--- src/rtl/pic_command_controller_if.sv ---
// CPU write bus into the PIC command controller: one-cycle write strobe, address bit A0, and data.
// Valid/ready: there is no ready. Each cycle with wr=1 is one complete write, and the controller always accepts it.
interface pic_command_controller_if;
  logic       wr;
  logic       a0;
  logic [7:0] din;

  modport master (output wr, a0, din);
  modport slave  (input  wr, a0, din);
endinterface

--- src/rtl/pic_command_controller.sv ---
// 8259A-style command controller: sequences ICW1-ICW4 and decodes OCW1-OCW3 into static config and command pulses.
// Optional macro CASCADE_EN enables the ICW3 step and register; without it the part is always single mode.
module pic_command_controller #(
  parameter logic [7:0] IMR_RST = 8'hFF
) (
  input  logic                      clk_i,
  input  logic                      rst_n_i,
  pic_command_controller_if.slave   bus,
  output logic                      ltim_o,
  output logic                      sngl_o,
  output logic                      sfnm_o,
  output logic                      aeoi_o,
  output logic                      ar_o,
  output logic                      smm_o,
  output logic [4:0]                treg_o,
  output logic [7:0]                imr_o,
  output logic [7:0]                icw3_o,
  output logic                      read_irr_o,
  output logic                      read_isr_o,
  output logic                      init_done_o,
  output logic                      cmd_p_o,
  output logic [2:0]                cmd_code_o,
  output logic [2:0]                cmd_lvl_o,
  output logic                      poll_p_o,
  output logic [2:0]                state_o
);

  typedef enum logic [2:0] {
    S_UNINIT    = 3'd0,
    S_WAIT_ICW2 = 3'd1,
    S_WAIT_ICW3 = 3'd2,
    S_WAIT_ICW4 = 3'd3,
    S_READY     = 3'd4
  } state_e;

  state_e state_q, state_d;

  logic       ltim_q, ltim_d;
  logic       sngl_q, sngl_d;
  logic       ic4_q, ic4_d;
  logic       sfnm_q, sfnm_d;
  logic       aeoi_q, aeoi_d;
  logic       ar_q, ar_d;
  logic       smm_q, smm_d;
  logic [4:0] treg_q, treg_d;
  logic [7:0] imr_q, imr_d;
  logic       rirr_q, rirr_d;
  logic       risr_q, risr_d;
  logic       cmd_p_q, cmd_p_d;
  logic [2:0] cmd_code_q, cmd_code_d;
  logic [2:0] cmd_lvl_q, cmd_lvl_d;
  logic       poll_p_q, poll_p_d;

  logic is_icw1;
  logic is_icw_data;
  logic is_ocw1;
  logic is_ocw2;
  logic is_ocw3;

  // ICW1 is recognised in every state, so a new ICW1 always restarts the init sequence.
  always_comb begin
    is_icw1     = bus.wr & ~bus.a0 & bus.din[4];
    is_icw_data = bus.wr & bus.a0 & (state_q != S_UNINIT) & (state_q != S_READY);
    is_ocw1     = bus.wr & bus.a0 & (state_q == S_READY);
    is_ocw2     = bus.wr & ~bus.a0 & (bus.din[4:3] == 2'b00) & (state_q == S_READY);
    is_ocw3     = bus.wr & ~bus.a0 & (bus.din[4:3] == 2'b01) & (state_q == S_READY);
  end

  always_ff @(posedge clk_i or negedge rst_n_i) begin
    if (!rst_n_i) state_q <= S_UNINIT;
    else          state_q <= state_d;
  end

  // Without CASCADE_EN, sngl_q is always 1 after ICW1, so WAIT_ICW3 is never entered.
  always_comb begin
    state_d = state_q;
    if (is_icw1) begin
      state_d = S_WAIT_ICW2;
    end else if (is_icw_data) begin
      case (state_q)
        S_WAIT_ICW2: state_d = !sngl_q ? S_WAIT_ICW3 : (ic4_q ? S_WAIT_ICW4 : S_READY);
        S_WAIT_ICW3: state_d = ic4_q ? S_WAIT_ICW4 : S_READY;
        S_WAIT_ICW4: state_d = S_READY;
        default:     state_d = state_q;
      endcase
    end
  end

  always_comb begin
    init_done_o = (state_q == S_READY);
    state_o     = state_q;
  end

  always_comb begin
    ltim_d     = ltim_q;
    sngl_d     = sngl_q;
    ic4_d      = ic4_q;
    sfnm_d     = sfnm_q;
    aeoi_d     = aeoi_q;
    ar_d       = ar_q;
    smm_d      = smm_q;
    treg_d     = treg_q;
    imr_d      = imr_q;
    rirr_d     = rirr_q;
    risr_d     = risr_q;
    cmd_p_d    = 1'b0;
    cmd_code_d = cmd_code_q;
    cmd_lvl_d  = cmd_lvl_q;
    poll_p_d   = 1'b0;

    if (is_icw1) begin
      ltim_d = bus.din[3];
`ifdef CASCADE_EN
      sngl_d = bus.din[1];
`else
      sngl_d = 1'b1;
`endif
      ic4_d  = bus.din[0];
      sfnm_d = 1'b0;
      aeoi_d = 1'b0;
      ar_d   = 1'b0;
      smm_d  = 1'b0;
      imr_d  = IMR_RST;
      rirr_d = 1'b1;
      risr_d = 1'b0;
    end else if (is_icw_data) begin
      if (state_q == S_WAIT_ICW2) treg_d = bus.din[7:3];
      if (state_q == S_WAIT_ICW4) begin
        sfnm_d = bus.din[4];
        aeoi_d = bus.din[1];
      end
    end else if (is_ocw1) begin
      imr_d = bus.din;
    end else if (is_ocw2) begin
      // 100/000 toggle rotate-in-AEOI, 010 is a no-op; every other code is a command pulse.
      case (bus.din[7:5])
        3'b100:  ar_d = 1'b1;
        3'b000:  ar_d = 1'b0;
        3'b010:  ;
        default: begin
          cmd_p_d    = 1'b1;
          cmd_code_d = bus.din[7:5];
          cmd_lvl_d  = bus.din[2:0];
        end
      endcase
    end else if (is_ocw3) begin
      if (bus.din[1]) begin
        rirr_d = ~bus.din[0];
        risr_d = bus.din[0];
      end
      if (bus.din[6]) smm_d = bus.din[5];
      if (bus.din[2]) poll_p_d = 1'b1;
    end
  end

  always_ff @(posedge clk_i or negedge rst_n_i) begin
    if (!rst_n_i) begin
      ltim_q     <= 1'b0;
      sngl_q     <= 1'b0;
      ic4_q      <= 1'b0;
      sfnm_q     <= 1'b0;
      aeoi_q     <= 1'b0;
      ar_q       <= 1'b0;
      smm_q      <= 1'b0;
      treg_q     <= 5'd0;
      imr_q      <= IMR_RST;
      rirr_q     <= 1'b1;
      risr_q     <= 1'b0;
      cmd_p_q    <= 1'b0;
      cmd_code_q <= 3'd0;
      cmd_lvl_q  <= 3'd0;
      poll_p_q   <= 1'b0;
    end else begin
      ltim_q     <= ltim_d;
      sngl_q     <= sngl_d;
      ic4_q      <= ic4_d;
      sfnm_q     <= sfnm_d;
      aeoi_q     <= aeoi_d;
      ar_q       <= ar_d;
      smm_q      <= smm_d;
      treg_q     <= treg_d;
      imr_q      <= imr_d;
      rirr_q     <= rirr_d;
      risr_q     <= risr_d;
      cmd_p_q    <= cmd_p_d;
      cmd_code_q <= cmd_code_d;
      cmd_lvl_q  <= cmd_lvl_d;
      poll_p_q   <= poll_p_d;
    end
  end

`ifdef CASCADE_EN
  logic [7:0] icw3_q, icw3_d;

  always_comb begin
    icw3_d = icw3_q;
    if (is_icw_data && state_q == S_WAIT_ICW3) icw3_d = bus.din;
  end

  always_ff @(posedge clk_i or negedge rst_n_i) begin
    if (!rst_n_i) icw3_q <= 8'd0;
    else          icw3_q <= icw3_d;
  end

  assign icw3_o = icw3_q;
`else
  assign icw3_o = 8'd0;
`endif

  assign ltim_o     = ltim_q;
  assign sngl_o     = sngl_q;
  assign sfnm_o     = sfnm_q;
  assign aeoi_o     = aeoi_q;
  assign ar_o       = ar_q;
  assign smm_o      = smm_q;
  assign treg_o     = treg_q;
  assign imr_o      = imr_q;
  assign read_irr_o = rirr_q;
  assign read_isr_o = risr_q;
  assign cmd_p_o    = cmd_p_q;
  assign cmd_code_o = cmd_code_q;
  assign cmd_lvl_o  = cmd_lvl_q;
  assign poll_p_o   = poll_p_q;

endmodule
--- src/flat_wrapper.sv ---
// flat-port wrapper written by rule: the top's interface ports become plain ports
module pic_command_controller_flat 
#(
  parameter logic [7:0] IMR_RST = 8'hFF
)
  (clk_i, rst_n_i, ltim_o, sngl_o, sfnm_o, aeoi_o, ar_o, smm_o, treg_o, imr_o, icw3_o, read_irr_o, read_isr_o, init_done_o, cmd_p_o, cmd_code_o, cmd_lvl_o, poll_p_o, state_o, bus_wr, bus_a0, bus_din);
  pic_command_controller_if bus_i ();
  input  logic clk_i;
  input  logic rst_n_i;
  output logic ltim_o;
  output logic sngl_o;
  output logic sfnm_o;
  output logic aeoi_o;
  output logic ar_o;
  output logic smm_o;
  output logic [4:0] treg_o;
  output logic [7:0] imr_o;
  output logic [7:0] icw3_o;
  output logic read_irr_o;
  output logic read_isr_o;
  output logic init_done_o;
  output logic cmd_p_o;
  output logic [2:0] cmd_code_o;
  output logic [2:0] cmd_lvl_o;
  output logic poll_p_o;
  output logic [2:0] state_o;
  input wire logic [$bits(bus_i.wr)-1:0] bus_wr;
  input wire logic [$bits(bus_i.a0)-1:0] bus_a0;
  input wire logic [$bits(bus_i.din)-1:0] bus_din;
  assign bus_i.wr = bus_wr;
  assign bus_i.a0 = bus_a0;
  assign bus_i.din = bus_din;
  pic_command_controller #(.IMR_RST(IMR_RST)) u_core (.clk_i(clk_i), .rst_n_i(rst_n_i), .bus(bus_i), .ltim_o(ltim_o), .sngl_o(sngl_o), .sfnm_o(sfnm_o), .aeoi_o(aeoi_o), .ar_o(ar_o), .smm_o(smm_o), .treg_o(treg_o), .imr_o(imr_o), .icw3_o(icw3_o), .read_irr_o(read_irr_o), .read_isr_o(read_isr_o), .init_done_o(init_done_o), .cmd_p_o(cmd_p_o), .cmd_code_o(cmd_code_o), .cmd_lvl_o(cmd_lvl_o), .poll_p_o(poll_p_o), .state_o(state_o));
endmodule
--- config.mk ---
export PLATFORM = sky130hd
export DESIGN_NAME = pic_command_controller_flat
export DESIGN_NICKNAME = d
export VERILOG_FILES = /design/src/rtl/pic_command_controller_if.sv /design/src/rtl/pic_command_controller.sv /design/src/flat_wrapper.sv
export SDC_FILE = /design/constraint.sdc
export NUM_CORES = 1
export LEC_CHECK = 0
export CAP_MARGIN = 20
export CORE_MARGIN = 2
export CORE_UTILIZATION = 42
export CTS_BUF_LIST = sky130_fd_sc_hd__clkbuf_4
export CTS_CLUSTER_SIZE = 10
export DETAILED_ROUTE_END_ITERATION = 8
export PLACE_DENSITY = 0.9
export SLEW_MARGIN = 5
export SYNTH_ARGS = -nofsm -noshare
export SYNTH_HDL_FRONTEND = slang
export SYNTH_SLANG_ARGS = --single-unit
--- constraint.sdc ---
create_clock -name clk_i -period 1.6 [get_ports clk_i]
set_input_delay 0.48 -clock clk_i [delete_from_list [all_inputs] [get_ports clk_i]]
set_output_delay 0.48 -clock clk_i [all_outputs]
set_load 0.05 [all_outputs]
### Word level (Yosys, flattened, before mapping)

Cells that the tools add are included.

| storage, ports and cells | value |
|---|---|
| input port bits | 12 |
| register bits after elaboration | 33 |
| word-level logic and storage cells | 112 |
| output and inout port bits | 41 |

| operators by class | value |
|---|---|
| equality and inequality tests | 11 |
| bitwise logic cells | 16 |
| reductions and logical operators | 21 |
| muxes and demuxes | 48 |

Operators by type and width:

| kind | number |
|---|---|
| $mux 1 | 39 |
| $mux 8 | 3 |
| $reduce_and 5->1 | 3 |
| $reduce_bool 2->1 | 7 |
| $mux 3 | 4 |
| $and 1x1->1 | 10 |
| $eq 3x2->1 const B | 3 |
| $pmux 3 s3 | 1 |
| $eq 3x3->1 const B | 2 |
| $ne 2x1->1 const B | 3 |
| $not 1->1 | 6 |
| $reduce_and 2->1 | 3 |
| $reduce_bool 3->1 | 2 |
| $reduce_and 4->1 | 1 |
| $reduce_bool 4->1 | 1 |
| $eq 3x1->1 const B | 1 |
| $logic_not 3->1 | 1 |
| $ne 3x3->1 const B | 1 |
| $reduce_and 3->1 | 1 |
| $reduce_or 3->1 | 1 |
| $eq 2x1->1 const B | 1 |
| $logic_not 2->1 | 1 |
| $pmux 1 s2 | 1 |

### Depth between registers and ports, before layout

| logic depth | value |
|---|---|
| word-level depth | 9 |
| depth in mapped cells | 7 |
| gate-level depth less buffers | 4 |

### Worst setup path after synthesis

OpenSTA, ideal clock, no wires.

| timing | value |
|---|---|
| kind | register -> register |
| from | register u_core.state_q[1], in the netlist u_core.state_o[1] |
| to | register u_core.cmd_code_q[0], in the netlist u_core.cmd_code_o[0] |
| cell stages (with the launch flop) | 8 |
| library setup time | 127 ps |
| slack | -687 ps |
| arrival time | 2159 ps |
| required time | 1473 ps |
| clock period less this slack | 2287 ps |
| buffers on the path | 3 |
| cells stage by stage | dfrtp_1 > buf_2 > or3b_1 > buf_2 > inv_2 > and4b_1 > buf_4 > mux2_1 |

| between the ends | value |
|---|---|
| elaborated cells on any way between the ends | 10 |
| classes of those cells | eq/ne: 2; bitwise: 6; reduce/logical: 2 |

RTL lines:

| item | RTL line | text |
|---|---|---|
| from (decl) | pic_command_controller.sv:36 | `state_e state_q, state_d;` |
| from (signal assigned) | pic_command_controller.sv:71 | `else state_q <= state_d;` |
| $eq 3x3->1 * | -- |  |
| via init_done_o | flat_wrapper.sv:21 | `output logic init_done_o;` |
| $and 1x1->1 | pic_command_controller.sv:64 | `is_ocw1 = bus.wr & bus.a0 & (state_q == S_READY);` |
| $not 1->1 (no line) | -- |  |
| $reduce_and 5->1 (no line) * | -- |  |
| to (signal assigned) | pic_command_controller.sv:186 | `cmd_code_q <= cmd_code_d;` |
| to (decl) | pic_command_controller.sv:50 | `logic [2:0] cmd_code_q, cmd_code_d;` |

The timed path passes the listed nets; every way through them passes the cells marked *.
A chain may end at the register's enable or synchronous reset.

### Worst setup path after layout

| timing | value |
|---|---|
| from | register u_core.state_q[1], in the netlist u_core.state_o[1] |
| to | output port init_done_o |

| between the ends | value |
|---|---|
| word-level cells in the longest chain between the ends | 1 |

RTL lines:

| item | RTL line | text |
|---|---|---|
| $eq 3x3->1 | pic_command_controller.sv:90 | `init_done_o = (state_q == S_READY);` |
| to (decl) | flat_wrapper.sv:21 |  |

Every way passes these cells.

==> metrics.txt <==
CP arrival 1.50 ns; Initial Utilization 0.448; Pins Over Slew Limit 0; Root Buffer clkbuf_4; CTS buffer count 5; routed len/inst 20.8 µm; xor/xnor share of the synthesized area 0; CTS max path bufs 2; fill count 171; main area contributors after synthesis dfrtp_1 (39%), dfstp_2 (15%), buf_4 (4.4%); Critical Path, Cell by Cell or3b_4 -> inv_8 -> buf_6 -> buf_12; RSZ-0062 raised after global routing true; DIE WIDTH 64.4 µm; n_diodes 0; via count 1,461; Max Clock Freq 0.505 GHz; worst vdd rail ir drop 1150 µV; most frequent cell after synthesis dfrtp_1; CP Class reg2out; core area 0.00342 mm²; TritonRoute pass-1 iters 4; Die Ht 64.4 µm; Worst-path clk slew 0.11 ns; CP delay by family, top simple AND/OR/NAND/NOR gates; Multi-input gate area 682 µm²; peak per-stage delay on the critical path 0.44 ns; Area Growth Syn to Fin 78.6%; Port Buffers 44; Synth Area in Compound Gates 0.119; # IOs 53; Worst Path Buf+Inv 3; DRT iter0 DRCs 57; die area 0.00415 mm²; final instance area 0.00274 mm²; period utilization 1.24; Rows 21; Post-CTS Hold Buffers 0; largest net degree at the start of global routing 34; share of cells above drive strength 1 0.533; Final Power 5.23 mW; top-area cell type share of the netlist area 0.392; setup_tns -2.29 ns; non-filler cells, final 258; Final nets 223; dpl cells 243; post-synthesis mux area share 0.121; worst-path maximum fanout 2; H-tree lvl count 2; synthesized-area fraction occupied by adder cells 0; failing checks negative setup slack; CP max-delay cell or3b_4; max cap viols 0; Yosys top cell by area dfrtp_1; outcome finished with violations; Final Hold Viols 0; final setup margin -0.380 ns; Routed Antenna Nets 0; pwr/cell area 1910 mW/mm²; Worst-Skew Late Latency 0.36 ns; EDFF count, synth 0; largest family of logic cells by synthesized area simple AND/OR/NAND/NOR gates; vias in the first global route 1,564; Post-synth ARST share 1.00; global route overflow 0; Mapped Avg Cell Area 11.6 µm²; Register Area 841 µm²; clock skew 0.00647 ns; total clock sinks 33; Synth Cell Area 0.00153 mm²; Syn Inst Count 132; initial antenna violation count 1; Hold WS 0.485 ns; critical path required time 1.12 ns; TritonCTS clock tree yes; flops & latches, synth 33; synth unique cells 34; Seq/Total Area, Yosys 0.547; startpoint type of the worst setup path flip-flop; critical path endpoint category primary output; RD Place Congestion 0.869; global-route wire length before repair 8440 µm; Routed WL 5370 µm; Simple-Gate Fraction of Synth Area 0.143; hpwl dp 3490 µm; DP Area 0.00253 mm²; DRC viols 0; GRT Overall Usage 0.278; drt via density 5.66; Final Critical Period 1.98 ns; prevailing post-synth register cell dfrtp_1; Synth top cells by count dfrtp_1 (24), nand2_1 (13), buf_4 (9), dfstp_2 (9); Hold WC Path Type in2async; # setup viols final 10; total number of yosys warnings 0; Leak Pwr 1.28 nW
repair_timing:
item | 4_1_cts | 5_1_grt
gates cloned | 0 | 0
pin swaps | 2 | 2
gates resized for setup | 22 | 6
setup endpoints to repair | 15 | 19
setup buffers | 6 | 4
cell families (layout without fill, tap and decap cells):
| group | Yosys count | count (layout) |
|---|---|---|
| multiplexers | 17 | 17 |
| flip-flops | 33 | 33 |
| buffers and inverters | 18 | 91 |
| AO/OA/AOI/OAI | 25 | 25 |
| other | 1 | 8 |
| AND/OR/NAND/NOR | 38 | 38 |
registers in the layout, indices dropped and copies added (netlist names), 3 cells and up:
signal / flops
u_core.imr_o: 8
u_core.cmd_code_o: 3
u_core.treg_o: 5
u_core.state_o: 3
u_core.cmd_lvl_o: 3
metrics by stage:
step	util	setup WS [ns]
2_1_floorplan	-	-0.421
3_3_place_gp	0.740	-0.427
3_5_place_dp	0.740	-0.499
4_1_cts	0.793	-0.396
5_1_grt	0.801	-0.418
6_report	0.801	-0.380
area by class of cell:
cell class                      instances  area share
Inverter                                5     0.00961
Multi-Input combinational cell         88       0.249
Tap cell                               46      0.0210
Timing Repair Buffer                   78       0.392
Sequential cell                        33       0.307
Clock buffer                            6      0.0165
Clock inverter                          2     0.00366
report_power, final:
group,switching [mW],leakage (nW),internal (mW)
combinational,1.64,0.847,1.61
sequential,0.313,0.399,1.17
clock,0.318,0.0354,0.184
worst reg2reg max path, cell delays in order, from the launching register on:
cell	delay (ns)
dfrtp_2	0.41
or3b_4	0.44
inv_8	0.07
buf_4	0.10
buf_6	0.09
and4b_1	0.20
buf_6	0.16
mux2_4	0.32
final timing paths:
kind | startpoint | depth (start not counted) | slack, ns | end
worst min-delay path | rst_n_i | 2 | 0.48 | u_core.ic4_q$_DFFE_PN0P_
worst min register to register | u_core.ic4_q$_DFFE_PN0P_ | 2 | 0.54 | u_core.ic4_q$_DFFE_PN0P_
worst max register to register | u_core.state_o[1]$_DFFE_PN0P_ | 7 | -0.30 | u_core.cmd_lvl_o[0]$_DFFE_PN0P_
min in group clk_i | u_core.ic4_q$_DFFE_PN0P_ | 2 | 0.54 | u_core.ic4_q$_DFFE_PN0P_
max in group asynchronous | rst_n_i | 2 | 0.86 | u_core.imr_o[6]$_DFFE_PN1P_
worst max-delay path | u_core.state_o[1]$_DFFE_PN0P_ | 4 | -0.38 | init_done_o
placed cells by master, fill, tap and decap left out, types with 2 or more instances in the layout:
cell type	count
mux2_4	7
a21bo_2	6
nor2_1	6
clkdlybuf4s50_1	9
nand2b_1	2
dfstp_2	9
nand4_1	2
dfrtp_2	3
clkinv_2	2
and3b_1	4
buf_4	24
inv_1	4
nand3b_1	2
buf_6	8
o21ai_0	3
conb_1	8
nand2_1	12
dlygate4sd2_1	2
dfrtp_1	21
mux2i_1	5
a21oi_1	4
a21o_1	2
o22ai_1	6
buf_12	34
mux2_2	5
clkbuf_4	6
metal layers:
metal,share of wire,wire length (µm),global-route usage,vias up
met5,0.0026,14,0,-
met4,0.047,250,0.130,2
met3,0.12,626,0.104,26
met2,0.50,2670,0.443,102
met1,0.34,1810,0.333,720
li1,-,-,-,611
No activity file was read; power rests on OpenSTA's default activity.
